[src/rtl/fwd_hazard_ctrl_pkg.sv]
// Shared forward-select codes, shadow-entry layout and hazard FSM states.
// Types and constants only; adds no latency and has no flow control of its own.
package fwd_hazard_ctrl_pkg;

  localparam int SH_REG_W = 5;

  localparam logic [1:0] FWD_NONE  = 2'b00;
  localparam logic [1:0] FWD_EXMEM = 2'b01;
  localparam logic [1:0] FWD_MEMWB = 2'b10;
  localparam logic [1:0] FWD_DMEM  = 2'b11;

  typedef struct packed {
    logic                vld;
    logic [SH_REG_W-1:0] rs1;
    logic [SH_REG_W-1:0] rs2;
    logic                use1;
    logic                use2;
    logic [SH_REG_W-1:0] rd;
    logic                regwrite;
    logic                isload;
    logic                isjump;
  } shadow_t;

  localparam shadow_t SHADOW_BUBBLE = '0;

  typedef enum logic {
    ST_RUN    = 1'b0,
    ST_BUBBLE = 1'b1
  } hz_state_t;

endpackage

[src/rtl/fwd_select.sv]
// Per-operand forward priority: MEM producer beats WB producer; x0 and unused operands never forward.
// Purely combinational, zero latency; no backpressure. Code 11 for a load in MEM exists only with LOAD_FWD_EN.
module fwd_select
  import fwd_hazard_ctrl_pkg::*;
#(
  parameter int REG_W = 5
) (
  input  logic [REG_W-1:0] i_rs,
  input  logic             i_use,
  input  logic             i_ex_vld,
  input  logic             i_mem_vld,
  input  logic             i_mem_regwrite,
  input  logic             i_mem_isload,
  input  logic             i_mem_isjump,
  input  logic [REG_W-1:0] i_mem_rd,
  input  logic             i_wb_vld,
  input  logic             i_wb_regwrite,
  input  logic [REG_W-1:0] i_wb_rd,
  output logic [1:0]       o_fwd,
  output logic             o_isjump
);

  logic w_live;
  logic w_mem_hit;
  logic w_wb_hit;

  assign w_live    = i_ex_vld & i_use & (i_rs != '0);
  assign w_mem_hit = i_mem_vld & i_mem_regwrite & (i_mem_rd == i_rs);
  assign w_wb_hit  = i_wb_vld & i_wb_regwrite & (i_wb_rd == i_rs);

  always_comb begin
    o_fwd    = FWD_NONE;
    o_isjump = 1'b0;
    if (w_live) begin
      if (w_mem_hit) begin
`ifdef LOAD_FWD_EN
        if (i_mem_isload) begin
          o_fwd = FWD_DMEM;
        end else begin
          o_fwd    = FWD_EXMEM;
          o_isjump = i_mem_isjump;
        end
`else
        // Without the D_MEM path a load never reaches EX's consumer from MEM; the stall guarantees it.
        o_fwd    = FWD_EXMEM;
        o_isjump = i_mem_isjump;
`endif
      end else if (w_wb_hit) begin
        o_fwd = FWD_MEMWB;
      end
    end
  end

`ifdef LOAD_FWD_EN
`else
  logic w_unused_isload;
  assign w_unused_isload = i_mem_isload;
`endif

endmodule

[src/rtl/fwd_hazard_ctrl.sv]
// Forwarding/hazard controller: EX/MEM/WB shadow pipeline, operand forward selects, one-cycle load-use stall.
// Outputs are combinational from shadow regs + ID inputs; shadow advances 1 cycle. STALL holds IF/ID (LOAD_FWD_EN removes it).
module fwd_hazard_ctrl
  import fwd_hazard_ctrl_pkg::*;
#(
  parameter int REG_W = SH_REG_W,
  parameter int CNT_W = 32
) (
  input  logic             CLK,
  input  logic             RSTn,
  input  logic             ID_VALID,
  input  logic [REG_W-1:0] ID_RS1,
  input  logic [REG_W-1:0] ID_RS2,
  input  logic             ID_USE_RS1,
  input  logic             ID_USE_RS2,
  input  logic [REG_W-1:0] ID_RD,
  input  logic             ID_REGWRITE,
  input  logic             ID_ISLOAD,
  input  logic             ID_ISJUMP,
  input  logic             FLUSH,
  output logic [1:0]       FWD_A,
  output logic [1:0]       FWD_B,
  output logic             ISJUMP_A,
  output logic             ISJUMP_B,
  output logic             STALL,
  output logic [CNT_W-1:0] STALL_CNT
);

  shadow_t r_ex;
  shadow_t r_mem;
  shadow_t r_wb;
  shadow_t w_id;
  logic    w_stall;

  always_comb begin
    w_id          = SHADOW_BUBBLE;
    w_id.vld      = ID_VALID & ~w_stall & ~FLUSH;
    w_id.rs1      = ID_RS1;
    w_id.rs2      = ID_RS2;
    w_id.use1     = ID_USE_RS1;
    w_id.use2     = ID_USE_RS2;
    w_id.rd       = ID_RD;
    w_id.regwrite = ID_REGWRITE;
    w_id.isload   = ID_ISLOAD;
    w_id.isjump   = ID_ISJUMP;
  end

  always_ff @(posedge CLK) begin
    if (!RSTn) begin
      r_ex  <= SHADOW_BUBBLE;
      r_mem <= SHADOW_BUBBLE;
      r_wb  <= SHADOW_BUBBLE;
    end else begin
      r_wb  <= r_mem;
      r_mem <= r_ex;
      r_ex  <= w_id;
    end
  end

  fwd_select #(.REG_W(REG_W)) u_fwd_a (
    .i_rs           (r_ex.rs1),
    .i_use          (r_ex.use1),
    .i_ex_vld       (r_ex.vld),
    .i_mem_vld      (r_mem.vld),
    .i_mem_regwrite (r_mem.regwrite),
    .i_mem_isload   (r_mem.isload),
    .i_mem_isjump   (r_mem.isjump),
    .i_mem_rd       (r_mem.rd),
    .i_wb_vld       (r_wb.vld),
    .i_wb_regwrite  (r_wb.regwrite),
    .i_wb_rd        (r_wb.rd),
    .o_fwd          (FWD_A),
    .o_isjump       (ISJUMP_A)
  );

  fwd_select #(.REG_W(REG_W)) u_fwd_b (
    .i_rs           (r_ex.rs2),
    .i_use          (r_ex.use2),
    .i_ex_vld       (r_ex.vld),
    .i_mem_vld      (r_mem.vld),
    .i_mem_regwrite (r_mem.regwrite),
    .i_mem_isload   (r_mem.isload),
    .i_mem_isjump   (r_mem.isjump),
    .i_mem_rd       (r_mem.rd),
    .i_wb_vld       (r_wb.vld),
    .i_wb_regwrite  (r_wb.regwrite),
    .i_wb_rd        (r_wb.rd),
    .o_fwd          (FWD_B),
    .o_isjump       (ISJUMP_B)
  );

`ifdef LOAD_FWD_EN
  assign w_stall   = 1'b0;
  assign STALL_CNT = '0;
`else
  hz_state_t        r_state;
  logic [CNT_W-1:0] r_stall_cnt;
  logic             w_load_use;

  assign w_load_use = r_ex.vld & r_ex.isload & (r_ex.rd != '0) & ID_VALID &
                      ((ID_USE_RS1 & (ID_RS1 == r_ex.rd)) |
                       (ID_USE_RS2 & (ID_RS2 == r_ex.rd)));

  // The BUBBLE state masks the detector so each load costs at most one stall cycle.
  assign w_stall = (r_state == ST_RUN) & w_load_use & ~FLUSH;

  always_ff @(posedge CLK) begin
    if (!RSTn) begin
      r_state     <= ST_RUN;
      r_stall_cnt <= '0;
    end else begin
      if (FLUSH) begin
        r_state <= ST_RUN;
      end else if (r_state == ST_RUN) begin
        if (w_load_use) r_state <= ST_BUBBLE;
      end else begin
        r_state <= ST_RUN;
      end
      if (w_stall && (r_stall_cnt != '1)) begin
        r_stall_cnt <= r_stall_cnt + {{(CNT_W-1){1'b0}}, 1'b1};
      end
    end
  end

  assign STALL_CNT = r_stall_cnt;
`endif

  assign STALL = w_stall;

  logic w_unused_shadow;
  assign w_unused_shadow = ^{r_ex, r_mem, r_wb};

endmodule

[config.mk]
export PLATFORM = sky130hd
export DESIGN_NAME = fwd_hazard_ctrl
export DESIGN_NICKNAME = d
export VERILOG_FILES = /design/src/rtl/fwd_hazard_ctrl_pkg.sv /design/src/rtl/fwd_select.sv /design/src/rtl/fwd_hazard_ctrl.sv
export SDC_FILE = /design/constraint.sdc
export NUM_CORES = 1
export LEC_CHECK = 0
export ABC_CLOCK_PERIOD_IN_PS = 2700
export BUFFER_PORTS_ARGS = -buffer_cell sky130_fd_sc_hd__buf_2
export CAP_MARGIN = 15
export CORE_MARGIN = 8
export CORE_UTILIZATION = 54
export CTS_CLUSTER_DIAMETER = 30
export CTS_CLUSTER_SIZE = 12
export DETAILED_ROUTE_END_ITERATION = 8
export MAX_ROUTING_LAYER = met4
export PLACE_DENSITY = 0.85
export SLEW_MARGIN = 20
export SYNTH_ARGS = -nofsm -noshare
export SYNTH_HDL_FRONTEND = slang
export SYNTH_SLANG_ARGS = --single-unit
[constraint.sdc]
create_clock -name CLK -period 2.7 [get_ports CLK]
set_input_delay 0.135 -clock CLK [delete_from_list [all_inputs] [get_ports CLK]]
set_output_delay 0.135 -clock CLK [all_outputs]
set_load 0.02 [all_outputs]
==> flow_summary.toml, run 1 <==
[sta]
skew_ns = 0.0108
fin_crit_sh_pct = 88.7
tns_ns = 0
worst_slack_ns = 0.306
setup_viol = 0
maxSlewHeadroom_pct = 61.2
maxSlewViolCount = 0
grt_setup_unrepaired = "no"
period_minus_slack_ns = 2.39
max_freq_ghz = 0.418
holdWs_ns = 0.00734
hold_viol = 0
tightestPinTransition_ns = 0.580

[place]
place_hpwl_mm = 5.42
dp_cells = 476
gp_congestion = 0.872
place.port_buffers = 62
pre_cts_slack_ns = 0.330

[cells_and_area]
multi_input_comb_area_sq_um = 1640
antenna_cells = 0
fin_cells = 500
final_util_pct = 68.2
register_area_sq_um = 1380
final_nets = 448
layout-drive-gt1-share_pct = 19.9
synthToLayoutAreaGrowth_pct = 21.6
fillerInstances = 443

[floorplanning]
io_pins = 63
coreArea_sq_um = 5540
die_w_um = 91.8
start_util_pct = 56.0
die_area_sq_um = 8430
num_rows = 27
fp.dieH_um = 91.8

[job]
cap_violations = 0

[power]
leakage_nw = 1.53
power.density_nw_per_um2 = 539
vdd_drop_max_mv = 0.415

[setup_path]
end_kind = "flip-flop"
rrSetupSlack_ns = 0.31
reg2reg_depth = 6
r2r_start = "STALL_CNT[2]"
worstPathRequired_ns = 2.99
endpoint = "STALL_CNT[25]"
cp_max_fo = 11
crit_type = "reg -> reg"
cp-start-kind = "flip-flop"
r2r-end = "STALL_CNT[25]"
worstPathArrival_ns = 2.69
crit_start = "STALL_CNT[2]"
worstPathCellList = "nand4_1 > or4_4 > a31oi_1 > nand3_1 > or4_1 > nand2_1"
cp_slowest_cell = "or4_4"
cpPeakStageDelay_ns = 0.58

[synth]
seq_area_frac_synth_pct = 44.5
ys.flop_type = "dfxtp_1"
synthesis.area_sq_um = 3100
synth_cell_types = 37
synth_fp_nets = 372
yosys-top-cells-area = "dfxtp_1 (44%), and2_1 (7.9%), xnor2_1 (6.2%), xor2_1 (5.4%), nand4_1 (4.6%)"
avgSynthCellArea_sq_um = 8.95
ys_async_sr_fraction_pct = 0
yosys.area.top_type = "dfxtp_1"
synth-seq-cells = 69
synth_edf_count = 0
yosysWarnings = 0
synth_top_area_share_pct = 44.5
synthCells = 347

[routing]
drc_errors = 0
detail_route.vias_per_cell = 5.59
dr.pass1.iters = 5
ant_nets = 0
vias = 2797
wire_per_inst_um = 15.0
first_iter_violations = 181
totalWireLength_mm = 7.51

[global_route]
grt_max_degree = 50
grt_overflow_total = 0
grt_pass1_vias = 2648
grt_use_total_pct = 18.3
antenna_found_initial = 0
grt_pass1_wl_mm = 12.4

[clock_network]
cts_tree = "yes"
clockBufferDepth = 2
path_clk_slew_ns = 0.08
clk_root_buffer_cell = "clkbuf_8"
clock-sinks = 69
htreeDepth = 3
cts_made_buffers = 9
post_cts_buffers = 0
clkLatencyLatePin_ns = 0.36
cts_resized = 0

[hold_path]
hold_path.class = "in -> reg"
hold_path.startpoint = "ID_RS2[4]"

[outcome]
status = "finished, final reports clean"
## flip-flops by register name, summed over array words and instances (netlist names)
register	flops
STALL_CNT	32
r_ex	21
r_mem	8
r_state	1
r_wb	7
## power breakdown
part           internal, mW  switching, mW  total, mW
registers              1.04         0.0225       1.06
clock network         0.437          0.418      0.854
logic                0.0644         0.0545      0.119
## metal layers
metal  routed length, um  track usage (%)  up-vias  share of wire, %
met5                   0                -        -                 0
met4                 157             9.80        0               2.1
met3                 449             4.48       19               6.0
met2                3520             27.0       93                47
met1                3380             22.7     1297                45
li1                    -                -     1388                 -
## cell usage in the layout (no fill, tap or decap), drive strengths merged, types with 11 or more instances in the layout
cell / n
and2: 39
o21ai: 12
inv: 11
xnor2: 22
nand3: 14
nand2: 22
nand4: 24
buf: 68
nor4: 11
nor2: 18
a21oi: 15
dfxtp: 69
xor2: 19
or3: 13
## final cells by class
cell class | count | area share, %
multi-input cells | 258 | 43.4
repair buffers | 76 | 11.5
clock inverters | 6 | 1.86
well taps | 72 | 2.39
flip-flops and latches | 69 | 36.6
inverters | 9 | 0.895
clock buffers | 10 | 3.38
## how the worst min path moves through the flow
stage / endpoint / slack, ns / cells after the start
floorplan: r_ex[10] / 0.26 / 1
CTS: r_ex[14] / 0.005 / 2
global route: r_ex[17] / 0.007 / 2
detailed placement: r_ex[2] / 0.35 / 2
finish: r_ex[14] / 0.007 / 2
global placement: r_ex[6] / 0.34 / 2
## Yosys cell counts, drive strengths merged (3+ instances only)
cell type and instances:
o211ai 3, nand3 14, xor2 19, buf 3, mux2i 4, a21oi 15
and2 39, inv 8, and3 7, nor2 18, nor3 9, xnor2 22
nand2b 3, o21ai 12, or3 13, clkbuf 8, nand4 24, nand2 22
nor4 11, dfxtp 69, or4 6
## metrics by stage
step | instance area [sq um] | power [mW]
finish | 3780 | 2.04
global route | 3780 | 2.11
floorplan | 3100 | 1.15
CTS | 3780 | 2.05
global placement | 3500 | 1.19
detailed placement | 3500 | 1.20
## logic make-up (layout without fill, tap and decap cells)
logic type / Yosys count / after routing / share of synthesized area, %
and+or+nand+nor: 172 / 172 / 31.8
DFF: 69 / 69 / 44.5
xor gates and xnor gates: 41 / 41 / 11.6
AOI/OAI and AO/OA: 40 / 40 / 7.66
buffers and inverters: 20 / 101 / 2.74
muxes: 4 / 4 / 1.29
adders and majority gates: 1 / 1 / 0.403
## worst max-delay path, delay by kind of cell, from the launching register on
kind             cells  cell delay (ns)
flip-flops           1             0.43
AO/OA/AOI/OAI        1             0.16
AND/OR/NAND/NOR      5             1.74
## repair_timing
action                                 in CTS  in global routing
setup endpoints to repair                   0                  0
endpoints found under the hold margin       8                  0
hold buffers                                8                  0
(Power assumes the default switching activity.)
==> inputs of run 2 (changes only) <==
--- a/config.mk
+++ b/config.mk
@@ -7,14 +7,14 @@
 export LEC_CHECK = 0
 export ABC_CLOCK_PERIOD_IN_PS = 2700
 export BUFFER_PORTS_ARGS = -buffer_cell sky130_fd_sc_hd__buf_2
-export CAP_MARGIN = 15
+export CAP_MARGIN = 20
 export CORE_MARGIN = 8
-export CORE_UTILIZATION = 54
+export CORE_UTILIZATION = 50
 export CTS_CLUSTER_DIAMETER = 30
 export CTS_CLUSTER_SIZE = 12
 export DETAILED_ROUTE_END_ITERATION = 8
 export MAX_ROUTING_LAYER = met4
-export PLACE_DENSITY = 0.85
+export PLACE_DENSITY = 0.74
 export SLEW_MARGIN = 20
 export SYNTH_ARGS = -nofsm -noshare
 export SYNTH_HDL_FRONTEND = slang
==> run 2 against run 1 <==
  * Core utilization is 4.2 points lower
  * Wire length is 4.5% higher
  * Largest power group unchanged
  * Register-to-register slack worse by 0.07 ns
  * Critical path type is now in -> reg
  * Critical endpoint is now STALL_CNT[8]
==> flow_summary.toml, run 2 (same netlist as run 1, synthesis figures left out) <==
[sta]
tns_ns = 0
tightestPinTransition_ns = 0.580
hold_viol = 0
holdWs_ns = 0.0170
period_minus_slack_ns = 2.46
skew_ns = 0.00835
max_freq_ghz = 0.406
setup_viol = 0
grt_setup_unrepaired = "no"
maxSlewViolCount = 0
maxSlewHeadroom_pct = 61.3
fin_crit_sh_pct = 91.3

[routing]
drc_errors = 0
totalWireLength_mm = 7.85
detail_route.vias_per_cell = 5.54
wire_per_inst_um = 15.5
first_iter_violations = 150
dr.pass1.iters = 4
vias = 2801
ant_nets = 0

[outcome]
status = "finished, final reports clean"

[place]
gp_congestion = 0.874
place_hpwl_mm = 5.61
place.port_buffers = 62

[global_route]
grt_max_degree = 49
grt_use_total_pct = 18.7
grt_pass1_wl_mm = 13.2
antenna_found_initial = 0
grt_pass1_vias = 2777
grt_overflow_total = 0

[cells_and_area]
final_nets = 451
largest_register_ff_count = 32
final_common_cell = "dfxtp_1"
synthToLayoutAreaGrowth_pct = 22.7
antenna_cells = 0
layout-drive-gt1-share_pct = 20.0
layout_common_cells = "dfxtp_1 (69), buf_2 (62), and2_1 (39)"

[clock_network]
ctsHoldBuffers = 11
cts_resized = 0
htreeDepth = 3
clkLatencyLatePin_ns = 0.35
cts_made_buffers = 9
clockBufferDepth = 2
cts_tree = "yes"
path_clk_slew_ns = 0.09
post_cts_buffers = 0
clk_root_buffer_cell = "clkbuf_8"
clock-sinks = 69

[power]
power.density_nw_per_um2 = 531
vdd_drop_max_mv = 0.273
total_power_mw = 2.02
leakage_nw = 1.55

[setup_path]
cp-start-kind = "input port"
end_kind = "flip-flop"
cpPeakStageDelay_ns = 0.56
crit_type = "in -> reg"
worstPathCellList = "dlygate4sd3_1 > buf_2 > xnor2_1 > nand4_1 > o22ai_1 > nand3_1 > or4_1 > a21oi_1"
cp_slowest_cell = "nand3_1"
cp_max_fo = 16
worstPathArrival_ns = 2.75
worstPathRequired_ns = 2.98

[job]
cap_violations = 0

[floorplanning]
start_util_pct = 52.1
die_area_sq_um = 8990
coreArea_sq_um = 5960
die_w_um = 94.8
num_rows = 28
io_pins = 63
fp.dieH_um = 94.8

[hold_path]
hold_path.class = "in -> reg"
-- run 2: routing by layer --
layer | global-route usage (%) | wire length (um)
met5 | - | 0
met1 | 23.8 | 3620
met2 | 28.1 | 3670
met3 | 5.00 | 455
met4 | 6.37 | 99
-- run 2: worst max-delay path, delay by kind of cell --
family / cells / cell delay [ns]
AO/OA/AOI/OAI: 2 / 0.58
XOR/XNOR: 1 / 0.13
buffers and inverters: 2 / 0.66
AND/OR/NAND/NOR: 3 / 1.23
-- run 2: stage by stage --
stage	instance area [sq um]	utilization, %	instances	setup WS (ns)
3_5_place_dp	3500	58.8	479	0.317
4_1_cts	3810	63.9	506	0.289
5_1_grt	3810	63.9	506	0.0714
2_1_floorplan	3100	-	347	0.508
6_report	3810	63.9	506	0.236
3_3_place_gp	3500	58.8	479	0.338
-- run 2: worst paths after layout --
path / cells past startpoint / endpoint / slack (ns) / from
worst max-delay path: 8 / STALL_CNT[8] / 0.24 / ID_RS2[4]
worst min-delay path: 2 / r_ex[17] / 0.02 / ID_RS1[2]
worst max register to register: 6 / STALL_CNT[8] / 0.24 / r_ex[5]
worst min register to register: 1 / r_wb[20] / 0.47 / r_mem[20]
-- run 2: area by class of cell --
class | count | area, sq um
sequential | 69 | 1380
clock inverter | 7 | 71.3
fill | 533 | 2150
inverter | 9 | 33.8
multi-input combinational | 258 | 1640
timing repair buffer | 79 | 465
tap | 75 | 93.8
clock buffer | 9 | 124
-- run 2: power by group --
part           switching, mW  leakage [nW]  internal, mW
clock                  0.468         0.102         0.367
combinational         0.0576         0.882        0.0673
sequential            0.0226         0.563          1.04
total                  0.549          1.55          1.47
==> inputs of run 3 (changes only) <==
--- a/config.mk
+++ b/config.mk
@@ -5,7 +5,7 @@
 export SDC_FILE = /design/constraint.sdc
 export NUM_CORES = 1
 export LEC_CHECK = 0
-export ABC_CLOCK_PERIOD_IN_PS = 2700
+export ABC_CLOCK_PERIOD_IN_PS = 2800
 export BUFFER_PORTS_ARGS = -buffer_cell sky130_fd_sc_hd__buf_2
 export CAP_MARGIN = 20
 export CORE_MARGIN = 8
@@ -14,7 +14,7 @@
 export CTS_CLUSTER_SIZE = 12
 export DETAILED_ROUTE_END_ITERATION = 8
 export MAX_ROUTING_LAYER = met4
-export PLACE_DENSITY = 0.74
+export PLACE_DENSITY = 0.81
 export SLEW_MARGIN = 20
 export SYNTH_ARGS = -nofsm -noshare
 export SYNTH_HDL_FRONTEND = slang
==> constraint.sdc (replaced) <==
create_clock -name CLK -period 2.8 [get_ports CLK]
set_input_delay 0.14 -clock CLK [delete_from_list [all_inputs] [get_ports CLK]]
set_output_delay 0.14 -clock CLK [all_outputs]
set_load 0.02 [all_outputs]
==> run 3 against run 2 <==
  * Sequential power hardly changed
  * Non-clock buffer count shrank 6
  * Worst hold slack hardly changed
  * Global-route usage down 0.46 points
  * Clock power rose by 7.2%
  * Critical path type is now reg -> reg
==> flow_summary.toml, run 3 (same netlist as run 1, synthesis figures left out) <==
[setup_path]
cp-start-kind = "flip-flop"
cp_max_fo = 11
rrSetupSlack_ns = 0.41
worstPathArrival_ns = 2.68
worstPathRequired_ns = 3.08
crit_type = "reg -> reg"
end_kind = "flip-flop"

[sta]
grt_setup_unrepaired = "no"
maxSlewHeadroom_pct = 50.4
fin_crit_sh_pct = 85.5
tightestPinTransition_ns = 0.737
holdWs_ns = 0.0166
setup_viol = 0
period_minus_slack_ns = 2.39
hold_viol = 0
max_freq_ghz = 0.418
skew_ns = 0.00467
tns_ns = 0
maxSlewViolCount = 0

[global_route]
grt_pass1_vias = 2738
grt_pass1_wl_mm = 12.8
grt_max_degree = 50
grt_overflow_total = 0
grt_use_total_pct = 18.3
antenna_found_initial = 0

[cells_and_area]
layout-drive-gt1-share_pct = 19.5
largest_register_ff_count = 32
final_util_pct = 63.5
final_nets = 445
synthToLayoutAreaGrowth_pct = 21.9
final_common_cell = "dfxtp_1"
layout_common_cells = "dfxtp_1 (69), buf_2 (62), and2_1 (39)"
antenna_cells = 0

[place]
place.port_buffers = 62
gp_congestion = 0.903
place_hpwl_mm = 5.47

[floorplanning]
io_pins = 63
num_rows = 28
start_util_pct = 52.1
die_w_um = 94.8
fp.dieH_um = 94.8
die_area_sq_um = 8990
coreArea_sq_um = 5960

[routing]
wl_met1_mm = 3.53
detail_route.vias_per_cell = 5.60
drc_errors = 0
routed.top_layer = "met4"
wl_met3_um = 438
totalWireLength_mm = 7.71
ant_nets = 0
met2WireLength_mm = 3.65
dr.pass1.iters = 4
wire_per_inst_um = 15.4
vias = 2799
first_iter_violations = 159

[clock_network]
path_clk_slew_ns = 0.07
post_cts_buffers = 0
cts_tree = "yes"
htreeDepth = 3
clockBufferDepth = 2
clk_root_buffer_cell = "clkbuf_8"
clkLatencyLatePin_ns = 0.34
cts_made_buffers = 9
clock-sinks = 69

[power]
p_switching_mw = 0.447
power.density_nw_per_um2 = 538
intPower_mw = 1.59
vdd_drop_max_mv = 0.324
p_seq_share_pct = 50.5
power.share.clock_pct = 43.9
leakage_nw = 1.53
swShare_pct = 22.0
p_comb_share_pct = 5.6

[outcome]
status = "finished, final reports clean"

[hold_path]
hold_path.class = "in -> reg"

[job]
cap_violations = 0
## run 3: changes by cell type in the layout (fill, tap and decap cells not counted)
cell / delta
clkinvlp_4: +1
clkinv_2: +2
inv_6: -2
buf_4: -3
dlygate4sd3_1: -3
bufinv_16: +2
clkbuf_8: +1
inv_8: -4
## run 3: worst paths after layout
kind,startpoint,to,cells after the start
max,STALL_CNT[6],STALL_CNT[25],6
min,ID_USE_RS2,r_ex[8],2
max reg2reg,STALL_CNT[6],STALL_CNT[25],6
min reg2reg,r_ex[0],r_mem[0],1
## run 3: cell type report
cell class / count / area, sq um
flip-flops and latches: 69 / 1380
clock inverters: 6 / 86.3
inverters: 9 / 33.8
well taps: 75 / 93.8
fillers: 510 / 2170
clock buffers: 10 / 138
repair buffers: 73 / 413
multi-input cells: 258 / 1640
## run 3: what timing repair did
item | CTS | global route
hold buffers | 6 | 2
resized for setup | 0 | 0
endpoints found under the hold margin | 6 | 2
## run 3: per-stage QoR
step / total power [mW] / std cells / cell area, sq um / worst slack (ns)
6_report: 2.04 / 500 / 3780 / 0.407
5_1_grt: 2.11 / 500 / 3780 / 0.212
4_1_cts: 2.05 / 498 / 3760 / 0.415
3_5_place_dp: 1.15 / 476 / 3480 / 0.456
3_3_place_gp: 1.15 / 476 / 3480 / 0.551
2_1_floorplan: 1.11 / 347 / 3100 / 0.608
## run 3: critical path, cell delays in order, from the launching register on
cell and delay, ns:
dfxtp_1 0.49, nand4_4 0.18, or4_4 0.58, a31oi_1 0.17, nand3_1 0.29, or4_1 0.55, nand2_1 0.08
## run 3: power by group through the flow
stage / clock network (mW) / registers [mW] / logic (mW)
floorplan: 0 / 1.04 / 0.0702
global placement: 0 / 1.05 / 0.101
detailed placement: 0 / 1.05 / 0.104
CTS: 0.910 / 1.03 / 0.111
global route: 0.957 / 1.03 / 0.126
finish: 0.895 / 1.03 / 0.114
## run 3: layer usage
layer	GRT usage (%)	vias to the layer above
met2	28.0	93
met1	22.4	1305
li1	-	1387
met5	-	-
met4	5.72	0
met3	5.63	14
